### src/rtl/reorder_buffer.sv
// Circular in-order reorder buffer: allocates tags to Dispatch, marks entries done on
// writeback, retires one entry per cycle in program order, and flushes on a mispredicted branch.
// Ports: clk/rst (async active-low); rob_push_i/rob_entry_i in, rob_full_o/rob_alloc_tag_o/
//        rob_count_o out; wb_valid_i/wb_tag_i/wb_mispredict_i in; commit_*_o and flush_o out.
// Latency: a push at cycle N with writeback at N+1 commits at N+2 at the earliest.
// Backpressure: rob_full_o depends on current occupancy only; a push while full is dropped.

package rob_pkg;
    localparam int ROB_XLEN   = 32;
    localparam int ROB_PREG_W = 6;

    typedef struct packed {
        logic [ROB_XLEN-1:0]   pc;
        logic [ROB_PREG_W-1:0] rd_phys;
        logic [ROB_PREG_W-1:0] rd_old;
    } rob_entry_t;
endpackage

module reorder_buffer
    import rob_pkg::*;
#(
    parameter int DEPTH  = 16,
    parameter int TAG_W  = 4,
    parameter int PREG_W = ROB_PREG_W,
    parameter int XLEN   = ROB_XLEN
) (
    input  logic              clk,
    input  logic              rst,
    input  logic              rob_push_i,
    input  rob_entry_t        rob_entry_i,
    output logic              rob_full_o,
    output logic [TAG_W-1:0]  rob_alloc_tag_o,
    output logic [TAG_W:0]    rob_count_o,
    input  logic              wb_valid_i,
    input  logic [TAG_W-1:0]  wb_tag_i,
    input  logic              wb_mispredict_i,
    output logic              commit_valid_o,
    output logic              commit_has_rd_o,
    output logic [PREG_W-1:0] commit_rd_phys_o,
    output logic [PREG_W-1:0] commit_rd_old_o,
    output logic [XLEN-1:0]   commit_pc_o,
    output logic              flush_o
);

    localparam logic [TAG_W:0] PTR_ONE   = 1;
    localparam logic [TAG_W:0] DEPTH_CNT = (TAG_W+1)'(DEPTH);

    // Pointers carry a wrap bit above the index so full and empty are distinguishable.
    logic [TAG_W:0]   head_q, head_d;
    logic [TAG_W:0]   tail_q, tail_d;
    logic [DEPTH-1:0] valid_q, valid_d;
    logic [DEPTH-1:0] done_q, done_d;
    logic [DEPTH-1:0] mis_q, mis_d;
    rob_entry_t       entry_q [DEPTH];

    logic [TAG_W-1:0] head_idx;
    logic [TAG_W-1:0] tail_idx;
    logic             push_acc;
    rob_entry_t       head_e;

    assign head_idx = head_q[TAG_W-1:0];
    assign tail_idx = tail_q[TAG_W-1:0];
    assign head_e   = entry_q[head_idx];

    assign rob_count_o     = tail_q - head_q;
    assign rob_full_o      = (rob_count_o == DEPTH_CNT);
    assign rob_alloc_tag_o = tail_idx;
    assign push_acc        = rob_push_i && !rob_full_o;

    assign commit_valid_o   = valid_q[head_idx] && done_q[head_idx];
    assign flush_o          = commit_valid_o && mis_q[head_idx];
    assign commit_pc_o      = commit_valid_o ? head_e.pc      : '0;
    assign commit_rd_phys_o = commit_valid_o ? head_e.rd_phys : '0;
    assign commit_rd_old_o  = commit_valid_o ? head_e.rd_old  : '0;
    assign commit_has_rd_o  = commit_valid_o && (head_e.rd_phys != '0);

    always_comb begin
        valid_d = valid_q;
        done_d  = done_q;
        mis_d   = mis_q;
        head_d  = head_q;
        tail_d  = tail_q;
        if (flush_o) begin
            // The branch retires; everything younger is discarded, including any
            // push or writeback arriving this cycle. Empty with head == tail.
            valid_d = '0;
            done_d  = '0;
            mis_d   = '0;
            head_d  = head_q + PTR_ONE;
            tail_d  = head_q + PTR_ONE;
        end else begin
            if (push_acc) begin
                valid_d[tail_idx] = 1'b1;
                done_d[tail_idx]  = 1'b0;
                mis_d[tail_idx]   = 1'b0;
                tail_d            = tail_q + PTR_ONE;
            end
            // The tail slot is never valid while a push is accepted, so a writeback
            // can never collide with the entry being allocated.
            if (wb_valid_i && valid_q[wb_tag_i]) begin
                done_d[wb_tag_i] = 1'b1;
                mis_d[wb_tag_i]  = wb_mispredict_i;
            end
            if (commit_valid_o) begin
                valid_d[head_idx] = 1'b0;
                head_d            = head_q + PTR_ONE;
            end
        end
    end

    always_ff @(posedge clk or negedge rst) begin
        if (!rst) begin
            head_q  <= '0;
            tail_q  <= '0;
            valid_q <= '0;
            done_q  <= '0;
            mis_q   <= '0;
        end else begin
            head_q  <= head_d;
            tail_q  <= tail_d;
            valid_q <= valid_d;
            done_q  <= done_d;
            mis_q   <= mis_d;
        end
    end

    // Payload needs no reset: it is only observed through a valid entry.
    always_ff @(posedge clk) begin
        if (push_acc && !flush_o) begin
            entry_q[tail_idx] <= rob_entry_i;
        end
    end

endmodule
### config.mk
export PLATFORM = sky130hd
export DESIGN_NAME = reorder_buffer
export DESIGN_NICKNAME = d
export VERILOG_FILES = /design/src/rtl/reorder_buffer.sv
export SDC_FILE = /design/constraint.sdc
export NUM_CORES = 1
export LEC_CHECK = 0
export CORE_ASPECT_RATIO = 1.5
export CORE_MARGIN = 2
export CORE_UTILIZATION = 61
export DETAILED_ROUTE_END_ITERATION = 8
export PLACE_DENSITY = 0.88
export SYNTH_ARGS = -nofsm -noshare
export SYNTH_HDL_FRONTEND = slang
export SYNTH_SLANG_ARGS = --single-unit
### constraint.sdc
create_clock -name clk -period 6.7 [get_ports clk]
set_input_delay 1.34 -clock clk [delete_from_list [all_inputs] [get_ports clk]]
set_output_delay 1.34 -clock clk [all_outputs]
set_load 0.01 [all_outputs]
# == Yosys cells after proc, flatten, opt, wreduce, memory -nomap -nowiden ==
# Memory sizes are Yosys's and may differ from the RTL's.
# Index checks and enable logic that the tools add are counted.
# totals
register_bits,58
rom_bits,0
n_memories,1
latch_bits,0
mem_bits_rw,704
inputBits,53
# mem_list
memory,words,width,rd,rd_clocked_by_memory_dff,write_ports,line_no,text
entry_q,16,44,1,0,1,54,rob_entry_t entry_q [DEPTH];
# classes
add_sub_neg,3
div_mod_pow,0
eq_ne,1
magnitude_cmp,6
n_mul,0
reduce_logical,14
bitwise_logic,7
n_shift,0
n_mux,36
# ops
cell,n
$mux W16,12
$and A16 B16 Y16,3
$mux W32,1
$not A16 Y16,2
$or A16 B16 Y16,2
$mux W5,4
$bmux W1 S4,4
$bwmux W16,1
$lt A4 B5 Y1 const B,3
$demux W1 S4,3
$ge A4 B1 Y1 const B,3
$mux W6,2
$add A5 B1 Y5 const B,2
$logic_and A1 B1 Y1,9
$mux W1,9
$reduce_bool A6 Y1,1
$eq A5 B5 Y1 const B,1
$sub A5 B5 Y5,1
$reduce_bool A2 Y1,2
$logic_not A1 Y1,2

# == Logic depth before layout (Yosys ltp) ==
# logic_depth
depth_word,11
ltp_mapped,12
depth_no_buf,9

# == Worst setup path after synthesis ==
# Ideal clock, no wire load.
# synth_path
kind,register to register
startpoint,register head_q[3]
endpoint,memory entry_q[0][0] (netlist name) (enable)
path_buffers,2
stages_incl_launch_ff,10
path_slack_ps,687
t_arrival_ps,5513
t_required_ps,6200
setup_ps,500
synth_period_minus_slack_ps,6013
cell_sequence,dfrtp_1 > inv_2 > buf_1 > ha_1 > nor2_1 > a21oi_1 > xnor2_1 > o311ai_0 > clkbuf_1 > nor3_1
# synth_between
elab_chain_cells,8
word_cells_on_any_way,16
# synth_lines
element,line_no,text
start: declaration,49,"logic [TAG_W:0] head_q, head_d;"
start signal: assignment,113,head_q <= '0;
start signal: assignment,119,head_q <= head_d;
branches (longest 5 deep; another with $sub A5 B5 Y5),n/a,
$logic_and A1 B1 Y1 *,129,if (push_acc && !flush_o) begin
$mux W1 *,129,
$mux W1 (implied by the code) *,130,entry_q[tail_idx] <= rob_entry_i;
end: declaration,54,
# Every way passes the cells marked *. The select of a mux whose other input is x is not followed.

# == Worst setup path in the final report ==
# layout_path
startpoint,register head_q[0]
endpoint,output commit_pc_o[20]
# layout_between
elab_chain_cells,4
word_cells_on_any_way,7
# layout_lines
element,line_no,text
$bmux W1 S4,70,assign commit_valid_o = valid_q[head_idx] && done_q[head_idx];
$mux W1 (implied by the code),70,
$logic_and A1 B1 Y1,70,
$mux W32 *,72,assign commit_pc_o = commit_valid_o ? head_e.pc : '0;
end: declaration,41,"output logic [XLEN-1:0] commit_pc_o,"
# Mark *: on every way between the ends. The rest lies on a longest branch, timed or not. The select of a mux whose other input is x is not followed.

==> impl_metrics.toml <==
[sta]
final-max-slew-violation-count = 0
fin_tns_setup_ns = 0
hold_viol_final = 0
rsz0062_at_grt = "false"
fin_crit_ns = 5.88
report.final.setup_viol = 0
finalCritPeriodShare_pct = 87.7
clock-skew-final_ns = 0.0210
worst_slew_pin_slew_ns = 1.31
max_slew_margin_pct = 12.3
setup_ws_ns = 0.823
fmax_mhz = 170

[worst_setup_path]
crit_buf_inv = 3
critPathTopFamily = "buffers and inverters"
critPathMaxStageDelay_ns = 0.86
crit_arrival_ns = 4.54
cp_data_required_time_ns = 5.36
path_max_fanout = 107
cp-end-kind = "output pin"
crit_path_start_kind = "register"
path_cells = "buf_12 > buf_4 > mux4_2 > mux4_2 > and2_1 > clkdlybuf4s50_1"
cp_slowest_cell = "buf_4"
crit_top_cell = "mux4_2"
path_class = "register to output pin"

[logic_synthesis]
avgSynthCellArea_sq_um = 21.4
syn-num-nets = 1474
ys_ff_latch = 762
synthTopCellsByArea = "edfxtp_1, mux4_2, dfrtp_1"
syn_area_sq_um = 30100
synth_ff_type = "edfxtp_1"
yosysWarningCount = 0
synth_top_cell_area_share_pct = 70.2
yosysUniqueCellTypes = 47
syn_inst = 1408
post-synth-top-area-cell = "edfxtp_1"
yosysSeqAreaShare_pct = 75.0
synth_edf_count = 704
synthArstFlopShare_pct = 7.61

[clock_tree]
post-cts-setup-buffers = 0
cts.sinks = 762
ctsHoldBuffers = 0
cts_tree = "yes"
clk_latency_ns = 0.60
clock_path_buffers = 3
cts_root_buf = "clkbuf_16"
htreeDepth = 3
cts_resized = 0
cts_buffers = 67
clkTransAtPathRegs_ns = 0.07

[pwr]
peakVddDrop_mv = 0.599
p_leak_nw = 10.9
powerDensity_nw_per_um2 = 452

[global_routing]
track_usage_pct = 30.1
grt_pass1_vias = 16279
overflow = 0
grt_max_degree = 146
grt_pass1_wl_um = 110000
antenna_found_initial = 4

[drt]
via_per_inst = 6.97
routed_wl_um = 73900
drtAntennaViolNets = 0
drt-pass1-iter-count = 6
drt_iter0_markers = 2338
post_drt_wl_per_cell_um = 32.9
via_count = 15661
drc = 0

[cells_and_area]
nets = 1598
syn_to_final_growth_pct = 14.1
drive_gt1_share_pct = 24.7

[die]
initial_core_util_pct = 61.9
coreArea_sq_um = 48700
die_area_sq_um = 51200
rows = 99
fp.dieW_um = 185
ioPinCount = 110
die_y_um = 276

[placed_design]
place_ws_ns = 1.49
io_buffer_count = 109
gp_congestion = 0.886
hpwl_um = 35500

[status]
status = "completed"

[run]
cap_viol_max_count = 0

[min_path]
hold_path.class = "register to register"
==> worst register-to-register path, delay by kind of cell (launching register included) <==
kind / cells / cell delay [ns]
fa+ha+maj: 1 / 0.68
compound gates: 2 / 0.22
simple gates: 2 / 1.12
flops: 1 / 0.42
xor+xnor: 1 / 0.59
buf+inv: 3 / 1.44
==> final timing paths <==
check,cells after the start,endpoint,slack (ns),start
min in group asynchronous,2,valid_q[4],0.90,rst
max reg2reg,9,entry_q[12][39],1.87,head_q[3]
max,6,commit_pc_o[20],0.82,head_q[0]
min reg2reg,1,head_q[4],0.54,head_q[4]
max in group asynchronous,2,head_q[0],5.25,rst
min,1,head_q[4],0.54,head_q[4]
==> final cells by class <==
type	count	area (sq um)
flip-flops and latches	762	22600
fillers	2611	14300
multi-input cells	543	7160
clock buffers	83	1800
repair buffers	147	1410
well taps	656	821
clock inverters	39	509
inverters	11	42.5
diodes	7	17.5
==> per-layer routing <==
metal / vias up / routed length [um] / track usage, %
met2: 1263 / 38100 / 49.3
met1: 8046 / 24900 / 40.1
met3: 210 / 7990 / 6.05
met4: 0 / 2870 / 12.7
met5: - / 0 / 0
li1: 6142 / - / -
==> state kept, by name (all words and copies together), names as in the netlist <==
name     count
done_q      16
tail_q       5
mis_q       16
head_q       5
entry_q    704
valid_q     16
==> stage by stage <==
stage	power, mW	instances	hold WS, ns	util (%)	cell area [sq um]
CTS	15.6	2241	0.540	70.6	34300
finish	15.5	2248	0.542	70.6	34400
floorplan	9.48	1408	0.481	-	30100
detailed placement	11.4	2119	0.533	65.8	32000
global route	16.1	2245	0.553	70.6	34400
global placement	11.2	2119	0.507	65.8	32000
==> synthesized netlist by cell type (5+ instances only) <==
cell and number:
o21ai_0 20, a21oi_1 39, clkbuf_1 57, xor2_1 6
ha_1 12, inv_1 9, a31oi_1 12, nor3_1 17
xnor2_1 9, nand3_1 17, buf_2 21, buf_1 7
nor2_1 20, nand2_1 42, o211ai_1 19, and2_1 45
a311oi_1 12, dfrtp_1 58, edfxtp_1 704, mux4_2 227
buf_4 5
==> logic make-up (layout without fill, tap and decap cells) <==
family | count (synthesis) | count (layout) | synth area share (%)
buffers and inverters | 103 | 280 | 1.48
DFF | 762 | 762 | 75.0
muxes | 229 | 229 | 17.0
and+or+nand+nor | 160 | 160 | 2.72
other | 0 | 7 | 0
xor gates and xnor gates | 15 | 15 | 0.436
AOI/OAI and AO/OA | 126 | 126 | 2.75
adders and majority gates | 13 | 13 | 0.565
==> where the power goes <==
part,switching (mW),internal (mW)
registers,0.328,5.85
clock network,1.76,2.33
logic,2.81,2.47
total,4.90,10.6
==> layout by cell type, fill, tap and decap left out, types with 4 or more instances in the layout <==
master / Yosys / final
o21ai_0: 20 / 20
o311ai_1: 1 / 4
clkinvlp_4: 0 / 4
a221oi_1: 4 / 4
clkinv_2: 0 / 9
dfrtp_1: 58 / 55
a22o_1: 4 / 4
nor3_2: 0 / 15
xnor2_1: 9 / 9
ha_1: 12 / 12
nor2_1: 20 / 19
a31oi_1: 12 / 12
nand2_1: 42 / 42
buf_4: 5 / 35
clkdlybuf4s50_1: 0 / 108
clkinv_1: 1 / 8
and2_1: 45 / 45
a311oi_1: 12 / 12
edfxtp_1: 704 / 704
inv_1: 9 / 8
diode_2: 0 / 7
clkbuf_16: 0 / 70
inv_6: 0 / 4
a21oi_1: 39 / 39
mux4_2: 227 / 227
nand3_1: 17 / 17
clkbuf_1: 57 / 13
xor2_1: 6 / 6
bufinv_16: 0 / 10
o211ai_1: 19 / 19
Note: power is estimated with default switching activity, not from simulation.
==> variant (same flow settings) <==
Make the reset (`rst`) synchronous in one clocked block. Comments in the files are not updated.
--- a/src/rtl/reorder_buffer.sv
+++ b/src/rtl/reorder_buffer.sv
@@ -108,7 +108,7 @@
         end
     end
 
-    always_ff @(posedge clk or negedge rst) begin
+    always_ff @(posedge clk) begin
         if (!rst) begin
             head_q  <= '0;
             tail_q  <= '0;
Function: differs if rst is asserted again (counterexample within 4 cycles, from zero or initial values and one cycle with rst low); with rst held inactive, the same outputs for 4 cycles.
==> variant against the unedited design <==
Count of clock-buffer cells in the layout is 8 higher; routed wire length is 1.7% higher; synthesized area is 0.77% higher; cell area is 0.17% higher; setup slack better by 150 ps; sequential cell count is 4 higher; global-route usage is 0.16 points higher; critical path type unchanged.
Power is not compared: it rests on default switching activity, and its combinational part moved more than twofold at a synthesized area within 25%.
==> variant: results (changes against the unedited design) <==
reg2reg_slack_ps: 1800  # -70 ps
drtIter0Drc: 1951  # -17%
hold_end: "done_q[9]$_SDFF_PP0_"
regToRegEndpoint: "entry_q[11][39]$_DFFE_PP_"
worstHoldStart: "done_q[9]$_SDFF_PP0_"
timing.hold.ws_ps: 463  # -79.4 ps
final_nets: 1618  # +1.3%
status: "completed"
placed_area_um2: 32200  # +0.48%
antenna_found_initial: 7  # +3
synthArstFlopShare: 0  # -0.0761
synth-adder-area-share: 0.00561  # -0.0000431
grt_pass1_wl_um: 110000  # +0.75%
syn_nets: 1508  # +2.3%
dp.cells: 2145  # +1.2%
crit_end: "flush_o"
synthXorXnorAreaFrac: 0.00375  # -0.000610
routabilityCongestion: 0.888  # +0.23%
r2r_cells: 8  # -1
vias_per_cell: 6.90  # -0.90%
synth_compound_gate_area_share: 0.0293  # +0.00177
yosysSeqAreaShare: 0.737  # -0.0126
min_delay_path_depth: 2  # +1
numCtsBuffers: 68  # +1.5%
grt_pass1_vias: 16700  # +2.6%
final_cells: 2268  # +0.89%
fin_ws_ps: 972  # +149 ps
grtUsageTotal: 0.303  # +0.00158
synth_cell_type_count: 50  # +6.4%
wl_um: 75200  # +1.7%
dpl.hpwl_um: 38900  # +9.8%
pre_cts_ws_ps: 1690  # +198 ps
==> variant: cell count changes after synthesis, moves of 14 or more <==
cell	unedited run	this run
dfxtp_1	0	62
dfrtp_1	58	0
and3_1	2	44
and2_1	45	15
a21oi_2	0	20
clkbuf_1	57	37
o21ai_0	20	0
o211ai_1	19	1
nand3_1	17	31
==> variant: final cells by class <==
| class | count | area [um2] |
|---|---|---|
| Clock inverter | 26 | 314 |
| Sequential cell | 766 | 22400 |
| Antenna cell | 6 | 15.0 |
| Timing Repair Buffer | 138 | 1360 |
| Tap cell | 663 | 830 |
| Clock buffer | 91 | 1900 |
| Multi-Input combinational cell | 563 | 7550 |
| Fill cell | 2739 | 15000 |
| Inverter | 15 | 58.8 |
==> variant: per-layer routing <==
metal  part of all wire  GRT usage  vias to the layer above
met1               0.34      0.392                     8055
met4              0.042      0.142                        4
met2               0.53      0.506                     1133
li1                   -          -                     6248
met5            0.00028          0                        -
met3              0.088     0.0505                      218
